**config.mk**
```make
export PLATFORM = sky130hd
export DESIGN_NAME = alu_cmd_sequencer
export DESIGN_NICKNAME = d
export VERILOG_FILES = /design/src/rtl/alu_cmd_sequencer.sv
export SDC_FILE = /design/constraint.sdc
export NUM_CORES = 1
export LEC_CHECK = 0
export BUFFER_PORTS_ARGS = -buffer_cell sky130_fd_sc_hd__clkbuf_2
export CAP_MARGIN = 25
export CORE_ASPECT_RATIO = 0.5
export CORE_MARGIN = 5
export CORE_UTILIZATION = 55
export CTS_CLUSTER_SIZE = 28
export DETAILED_ROUTE_END_ITERATION = 6
export GPL_ROUTABILITY_DRIVEN = 1
export PLACE_DENSITY = 0.79
export SETUP_SLACK_MARGIN = 0.5
export SYNTH_ARGS = -nofsm -noshare
export SYNTH_HDL_FRONTEND = slang
export SYNTH_SLANG_ARGS = --single-unit
```
**constraint.sdc**
```tcl
create_clock -name clk -period 2.85 [get_ports clk]
set_clock_uncertainty 0.15 [all_clocks]
set_input_delay 0.57 -clock clk [delete_from_list [all_inputs] [get_ports clk]]
set_output_delay 0.57 -clock clk [all_outputs]
set_load 0.005 [all_outputs]
```
**src/rtl/alu_cmd_sequencer.sv**
```systemverilog
// Command sequencer for param_alu: FIFO-buffered commands, registered ALU drive,
// captured result/flags on a valid/ready response port. Optional: ALU_SEQ_ERR_CNT_EN.
module alu_cmd_sequencer #(
    parameter int WIDTH = 4,
    parameter int DEPTH = 4
) (
    input  logic             clk,
    input  logic             rst,
    input  logic             cmd_valid,
    output logic             cmd_ready,
    input  logic [WIDTH-1:0] cmd_a,
    input  logic [WIDTH-1:0] cmd_b,
    input  logic [3:0]       cmd_op,
    output logic [WIDTH-1:0] alu_a,
    output logic [WIDTH-1:0] alu_b,
    output logic [3:0]       alu_s,
    input  logic [WIDTH-1:0] alu_c,
    input  logic             alu_zero,
    input  logic             alu_negative,
    input  logic             alu_carry,
    input  logic             alu_overflow,
    output logic             rsp_valid,
    input  logic             rsp_ready,
    output logic [WIDTH-1:0] rsp_c,
    output logic [3:0]       rsp_flags,
    output logic             rsp_err,
    output logic [7:0]       err_count
);

    localparam int AW = (DEPTH > 1) ? $clog2(DEPTH) : 1;
    localparam logic [AW:0]   FULL_CNT = (AW+1)'(DEPTH);
    localparam logic [AW:0]   ONE_CNT  = (AW+1)'(1);
    localparam logic [AW-1:0] ONE_PTR  = AW'(1);

    typedef enum logic [1:0] {
        ST_IDLE = 2'd0,
        ST_EXEC = 2'd1,
        ST_RESP = 2'd2
    } state_t;

    // Legal opcodes: 0000-0101 and 1000-1011.
    function automatic logic op_is_legal(input logic [3:0] op);
        logic legal;
        case (op[3:2])
            2'b00:   legal = 1'b1;
            2'b01:   legal = (op[1] == 1'b0);
            2'b10:   legal = 1'b1;
            default: legal = 1'b0;
        endcase
        return legal;
    endfunction

    logic [WIDTH-1:0] mem_a_r  [DEPTH];
    logic [WIDTH-1:0] mem_b_r  [DEPTH];
    logic [3:0]       mem_op_r [DEPTH];
    logic [AW-1:0]    wr_ptr_r, rd_ptr_r;
    logic [AW:0]      count_r, count_next_s;
    logic             cmd_ready_r;

    state_t           state_r, state_next_s;
    logic             push_s, pop_s, issue_s, err_load_s, capture_s;
    logic             empty_s, head_legal_s;

    logic [WIDTH-1:0] alu_a_r, alu_b_r, rsp_c_r;
    logic [3:0]       alu_s_r, rsp_flags_r;
    logic             rsp_valid_r, rsp_err_r;

    assign push_s       = cmd_valid && cmd_ready_r;
    assign empty_s      = (count_r == {(AW+1){1'b0}});
    assign head_legal_s = op_is_legal(mem_op_r[rd_ptr_r]);

    // Occupancy after this cycle's push/pop.
    always_comb begin
        count_next_s = count_r;
        case ({push_s, pop_s})
            2'b10:   count_next_s = count_r + ONE_CNT;
            2'b01:   count_next_s = count_r - ONE_CNT;
            default: count_next_s = count_r;
        endcase
    end

    // FIFO pointers, occupancy and ready flag (ready reflects occupancy only, no pop lookahead).
    always_ff @(posedge clk) begin
        if (rst) begin
            wr_ptr_r    <= {AW{1'b0}};
            rd_ptr_r    <= {AW{1'b0}};
            count_r     <= {(AW+1){1'b0}};
            cmd_ready_r <= 1'b1;
        end else begin
            if (push_s) begin
                wr_ptr_r <= wr_ptr_r + ONE_PTR;
            end
            if (pop_s) begin
                rd_ptr_r <= rd_ptr_r + ONE_PTR;
            end
            count_r     <= count_next_s;
            cmd_ready_r <= (count_next_s < FULL_CNT);
        end
    end

    // FIFO storage; contents are don't-care once the pointers are reset.
    always_ff @(posedge clk) begin
        if (push_s) begin
            mem_a_r[wr_ptr_r]  <= cmd_a;
            mem_b_r[wr_ptr_r]  <= cmd_b;
            mem_op_r[wr_ptr_r] <= cmd_op;
        end
    end

    // FSM state register.
    always_ff @(posedge clk) begin
        if (rst) begin
            state_r <= ST_IDLE;
        end else begin
            state_r <= state_next_s;
        end
    end

    // FSM next-state: RESP handshake reuses the IDLE pop rules for back-to-back issue.
    always_comb begin
        state_next_s = state_r;
        case (state_r)
            ST_IDLE: begin
                if (!empty_s) begin
                    state_next_s = head_legal_s ? ST_EXEC : ST_RESP;
                end else begin
                    state_next_s = ST_IDLE;
                end
            end
            ST_EXEC: state_next_s = ST_RESP;
            ST_RESP: begin
                if (rsp_ready && !empty_s) begin
                    state_next_s = head_legal_s ? ST_EXEC : ST_RESP;
                end else if (rsp_ready) begin
                    state_next_s = ST_IDLE;
                end else begin
                    state_next_s = ST_RESP;
                end
            end
            default: state_next_s = ST_IDLE;
        endcase
    end

    // FSM outputs: pop/issue/error-load/capture strobes.
    always_comb begin
        pop_s      = 1'b0;
        capture_s  = 1'b0;
        case (state_r)
            ST_IDLE: pop_s = !empty_s;
            ST_EXEC: capture_s = 1'b1;
            ST_RESP: pop_s = rsp_ready && !empty_s;
            default: pop_s = 1'b0;
        endcase
        if (pop_s) begin
            issue_s    = head_legal_s;
            err_load_s = !head_legal_s;
        end else begin
            issue_s    = 1'b0;
            err_load_s = 1'b0;
        end
    end

    // ALU drive and response registers.
    always_ff @(posedge clk) begin
        if (rst) begin
            alu_a_r     <= {WIDTH{1'b0}};
            alu_b_r     <= {WIDTH{1'b0}};
            alu_s_r     <= 4'b0000;
            rsp_valid_r <= 1'b0;
            rsp_c_r     <= {WIDTH{1'b0}};
            rsp_flags_r <= 4'b0000;
            rsp_err_r   <= 1'b0;
        end else begin
            if (issue_s) begin
                alu_a_r <= mem_a_r[rd_ptr_r];
                alu_b_r <= mem_b_r[rd_ptr_r];
                alu_s_r <= mem_op_r[rd_ptr_r];
            end
            rsp_valid_r <= (state_next_s == ST_RESP);
            if (err_load_s) begin
                rsp_c_r     <= {WIDTH{1'b0}};
                rsp_flags_r <= 4'b0000;
                rsp_err_r   <= 1'b1;
            end else if (capture_s) begin
                rsp_c_r     <= alu_c;
                rsp_flags_r <= {alu_zero, alu_negative, alu_carry, alu_overflow};
                rsp_err_r   <= 1'b0;
            end
        end
    end

`ifdef ALU_SEQ_ERR_CNT_EN
    logic [7:0] err_count_r;

    // Saturating illegal-opcode counter, cleared only by reset.
    always_ff @(posedge clk) begin
        if (rst) begin
            err_count_r <= 8'd0;
        end else if (err_load_s && (err_count_r != 8'hFF)) begin
            err_count_r <= err_count_r + 8'd1;
        end
    end

    assign err_count = err_count_r;
`else
    assign err_count = 8'd0;
`endif

    assign cmd_ready = cmd_ready_r;
    assign alu_a     = alu_a_r;
    assign alu_b     = alu_b_r;
    assign alu_s     = alu_s_r;
    assign rsp_valid = rsp_valid_r;
    assign rsp_c     = rsp_c_r;
    assign rsp_flags = rsp_flags_r;
    assign rsp_err   = rsp_err_r;

endmodule
```
Word level (Yosys, flattened, before mapping):

Memories as Yosys holds them, arrays and structs flattened. A register that Yosys moved wholly into a read port is not among the register bits.
Index checks and enable logic that the tools add are counted.

* reduce and logical (&&, ||, !) cells: 10
* add/sub/neg operators: 4
* multiplexer cells: 17
* bitwise logic cells: 1
* equal/unequal tests: 7
* order comparisons: 1

Operator list (count)
* 2-to-1 mux 2 bit: 6
* == test 2 bit, second input constant: 4
* 2-to-1 mux 1 bit: 7
* == test 2 x 1 -> 1 bit, second input constant: 3
* one-hot mux 2 bit (3 select lines): 1
* one-hot mux 3 bit (2 select lines): 1
* adder 2 x 1 -> 2 bit, second input constant: 2
* zero test 2 bit: 2
* one-hot mux 1 bit (2 select lines): 2
* OR reduction 2 bit: 2
* adder 3 x 1 -> 3 bit, second input constant: 1
* zero test 3 bit: 1
* < comparator 3 bit, second input constant: 1
* subtractor 3 x 1 -> 3 bit, second input constant: 1
* logical AND 1 bit: 2
* zero test 1 bit: 2
* nonzero test 2 bit: 1
* inverter 1 bit: 1

* input bits: 24
* bits in registers: 24
* memories: 3
* logic and storage cells: 53
* bits in writable memories: 48

Memories
* mem_a_r: words 4, bits a word 4, rd ports 1, clocked after Yosys merged registers in 1, wr ports 1, line 53 `logic [WIDTH-1:0] mem_a_r [DEPTH];`
* mem_b_r: words 4, bits a word 4, rd ports 1, clocked after Yosys merged registers in 1, wr ports 1, line 54 `logic [WIDTH-1:0] mem_b_r [DEPTH];`
* mem_op_r: words 4, bits a word 4, rd ports 1, clocked after Yosys merged registers in 1, wr ports 1, line 55 `logic [3:0] mem_op_r [DEPTH];`

Logic depth before layout (Yosys ltp):

* depth in word-level cells: 7
* gate-level depth with buffers: 10

Worst setup path after synthesis:

OpenSTA, ideal clock, no wires.

* path kind: in2reg
* start point: input port rsp_ready
* end point: register cmd_ready_r (netlist: cmd_ready)
* slack: 0.319 ns
* data arrival time: 2.258 ns
* required time: 2.577 ns
* buffers on the path: 1
* library setup time: 0.123 ns
* stages on the path: 10
* path through: nor2b_1 -> or3_1 -> buf_2 -> inv_1 -> ha_1 -> fa_1 -> xnor2_1 -> nor2_1 -> xnor2_1 -> or2_2

* cells in the longest elaborated chain, start to end: 5

RTL lines
* start: declaration: line 23 `input logic rsp_ready,`
* logical AND 1 bit *: line 151 `ST_RESP: pop_s = rsp_ready && !empty_s;`
* one-hot mux 1 bit (2 select lines) *: line 148 `case (state_r)`
* net pop_s: line 61 `logic push_s, pop_s, issue_s, err_load_s, capture_s;`
* == test 2 x 1 -> 1 bit / == test 2 bit (equally long branches): line 75 `case ({push_s, pop_s})`
* one-hot mux 3 bit (2 select lines) *: line 75
* < comparator 3 bit *: line 97 `cmd_ready_r <= (count_next_s < FULL_CNT);`
* end signal: assignment: line 97
* end: declaration: line 58 `logic cmd_ready_r;`

Mark *: on every way through the listed nets, which the timed path passes. The rest lies on a longest branch.
A chain may end at the register's enable or synchronous reset.

==> impl_metrics.yaml <==
logic_synthesis:
  yosysWarnings: 0
  synth_seq_area_share: 0.6696
  ys_seq_elements: 82
  syn_avg_cell_area_um2: 14.88
  syn_area_um2: 3169
  ys_types: 37
  postSynthCellCount: 213
placement:
  dp_hpwl_um: 3774
  port_buffers: 46
  placed_cell_area_um2: 3437
  gp_congestion: 0.7080
pwr:
  power_leakage_nw: 1.483
  ir_drop_mv: 0.5347
  power.density_nw_per_um2: 996.9
route:
  routed_wl_um: 5614
  routedWlPerCell_um: 16.46
  viasPerCell: 5.381
  firstDrtPassIters: 4
  num_vias: 1835
  post-route-drc-count: 0
  antenna_left: 0
  drt_iter0_markers: 107
global_route:
  grt_max_degree: 27
  grt_pass1_vias: 1869
  antenna_found_initial: 0
  groute.usage.overall: 0.1607
  grt_pass1_wl_um: 9246
  grt.overflow.total: 0
clocking:
  cts-buffers-inserted: 9
  clockBufferDepth: 2
  cts_tree: "built"
  cts.sinks: 82
  clkLatencyLatePin_ns: 0.33
  clk_pin_slew_ns: 0.06
  root_buffer: "clkbuf_16"
  htree_levels: 3
  cts_hold_buf: 0
critical_path:
  cp-end-kind: "flip-flop"
  crit_family: "simple AND/OR/NAND/NOR gates"
  worst_ep_arrival_time_ns: 2.29
  cp.required_ns: 2.92
  startpoint_type: "flip-flop"
  crit_top_cell: "xnor2_1"
  crit_path_top_delay_cell: "fa_1"
  worst_path_largest_cell_delay_ns: 0.37
  worstPathCellList: "nor3_4 -> or3_4 -> inv_2 -> ha_4 -> fa_1 -> xnor2_1 -> nor2_1 -> xnor2_1 -> or2_2"
  worst-path-buf-inv: 1
  r2r-end: "cmd_ready$_SDFF_PP1_"
  r2r_cells: 9
  path_class: "reg -> reg"
  critPathMaxFanout: 5
  worstSetupPathDepth: 9
  r2r_slack_ns: 0.63
sta:
  holdWs_ns: 0.3071
  finalCritPeriodShare: 0.7795
  max_freq_mhz: 450.1
  drv_slew: 0
  min_period_ns: 2.222
  slew_headroom: 0.5420
  setup_viol: 0
  rsz0062_at_grt: "false"
  tightest_slew_ns: 0.6870
  fin_tns_setup_ns: 0
  final_hold_viol_count: 0
layout:
  area_delta_synth_final_pct: 18.16
  drive_gt1_frac: 0.3246
  final_cell_mix: "48 x edfxtp_1, 46 x clkbuf_2, 33 x dfxtp_1"
  finalNetCount: 293
  layout.filler_cells: 388
  diodes: 0
  design_area_um2: 3745
  multi_input_area_um2: 922.1
  seqCellArea_um2: 2123
  final_core_util: 0.6761
  final_common_cell: "edfxtp_1"
hold_path:
  min-delay-start: "cmd_a[2]"
  whs_path_depth: 1
  worstHoldPathType: "in -> reg"
  whs_endpoint: "mem_a_r[3][2]$_DFFE_PP_"
die:
  die_area_um2: 7473
  start_util: 0.5722
  rows: 19
  die_height_um: 63.68
  pin_count: 55
  die_x_um: 117.4
  core_um2: 5539
flow_run:
  cap_violations: 0
status:
  status: "completed"
==> power breakdown <==
part	internal, mW	leakage, nW	switching (mW)
logic	0.513	0.644	0.505
registers	1.49	0.718	0.170
clock network	0.593	0.120	0.458
total	2.60	1.48	1.13
==> cells by family after synthesis <==
logic type,after synthesis,synth area share
DFF,82,0.6696
and+or+nand+nor,42,0.06751
buffers and inverters,38,0.05764
muxes,21,0.1149
AOI/OAI and AO/OA,17,0.04658
adders and majority gates,6,0.02606
xor gates and xnor gates,6,0.01658
other,1,0.001183
==> cell usage after synthesis <==
| library cell | count | area [um^2] |
|---|---|---|
| o21ai_4 | 1 | 16.27 |
| or3_1 | 1 | 6.260 |
| or2_2 | 1 | 6.260 |
| buf_1 | 1 | 3.750 |
| buf_4 | 8 | 60.06 |
| buf_2 | 2 | 10.01 |
| dfxtp_1 | 34 | 680.7 |
| o21ai_0 | 1 | 5.000 |
| nor2b_1 | 2 | 12.51 |
| edfxtp_1 | 48 | 1441 |
| and2_4 | 1 | 8.760 |
| mux4_2 | 11 | 247.7 |
| fa_1 | 1 | 20.02 |
| o32ai_1 | 9 | 78.83 |
| nand3b_2 | 1 | 11.26 |
| nor3_1 | 3 | 15.01 |
| a21oi_1 | 2 | 10.01 |
| nor2_1 | 20 | 75.07 |
| o21bai_2 | 1 | 11.26 |
| buf_6 | 1 | 11.26 |
| xnor2_1 | 5 | 43.79 |
| and3_1 | 4 | 25.02 |
| nor3_2 | 1 | 10.01 |
| mux2i_1 | 9 | 90.09 |
| xor2_1 | 1 | 8.760 |
| o311a_2 | 1 | 11.26 |
| conb_1 | 1 | 3.750 |
| nand3_1 | 1 | 5.000 |
| a211oi_1 | 2 | 15.01 |
| nand2b_1 | 2 | 12.51 |
| inv_1 | 22 | 82.58 |
| nand2_1 | 3 | 11.26 |
| nor4_1 | 1 | 6.260 |
| mux4_1 | 1 | 26.28 |
| nor4b_1 | 1 | 8.760 |
| clkbuf_1 | 4 | 15.01 |
| ha_1 | 5 | 62.56 |
==> registers in the layout (all words and copies together) (netlist names), 2 cells and up, named ones only <==
register	flops
rd_ptr_r	2
alu_b	4
wr_ptr_r	2
rsp_c	4
alu_a	4
alu_s	4
mem_op_r	16
count_r	2
mem_b_r	16
mem_a_r	16
state_r	2
rsp_flags	4
==> final cells by class <==
type / instances / share of cell area
Clock buffer: 9 / 0.06014
Sequential cell: 82 / 0.5670
Timing Repair Buffer: 48 / 0.06549
Clock inverter: 7 / 0.01470
Inverter: 22 / 0.02205
Multi-Input combinational cell: 100 / 0.2462
Tap cell: 73 / 0.02439
==> through the flow <==
step	instances	setup WS [ns]	power, mW
CTS	339	0.5391	3.735
floorplan	220	0.5144	2.394
global route	341	0.5131	3.949
global placement	323	0.3316	2.602
finish	341	0.6284	3.733
detailed placement	323	0.2574	2.659
==> worst max path at each step <==
stage	start	endpoint
detailed placement	rsp_ready	cmd_ready$_SDFF_PP1_
finish	flip-flop	cmd_ready$_SDFF_PP1_
CTS	count_r[1]$_SDFFE_PP0N_	cmd_ready$_SDFF_PP1_
global route	flip-flop	cmd_ready$_SDFF_PP1_
floorplan	rsp_ready	cmd_ready$_SDFF_PP1_
global placement	rsp_ready	cmd_ready$_SDFF_PP1_
==> metal layers <==
metal	track usage	part of all wire	up-vias
met5	0	0	-
met3	0.07507	0.093	7
met1	0.1964	0.43	891
li1	-	-	856
met4	0.06946	0.010	0
met2	0.2458	0.47	81
==> worst register-to-register path: stages (launching register included) <==
cell and delay (ns):
dfxtp_1 0.34, nor3_4 0.22, or3_4 0.17, inv_2 0.07
ha_4 0.17, fa_1 0.37, xnor2_1 0.15, nor2_1 0.07
xnor2_1 0.13, or2_2 0.27
==> what timing repair did <==
item                                   in CTS  in global routing
endpoints found under the hold margin       0                  0
resized for setup                           2                  1
setup endpoints to repair                   1                  1
gates cloned                                0                  0
setup buffers                               0                  2
pin swaps                                   0                  2
(Power assumes the default switching activity.)
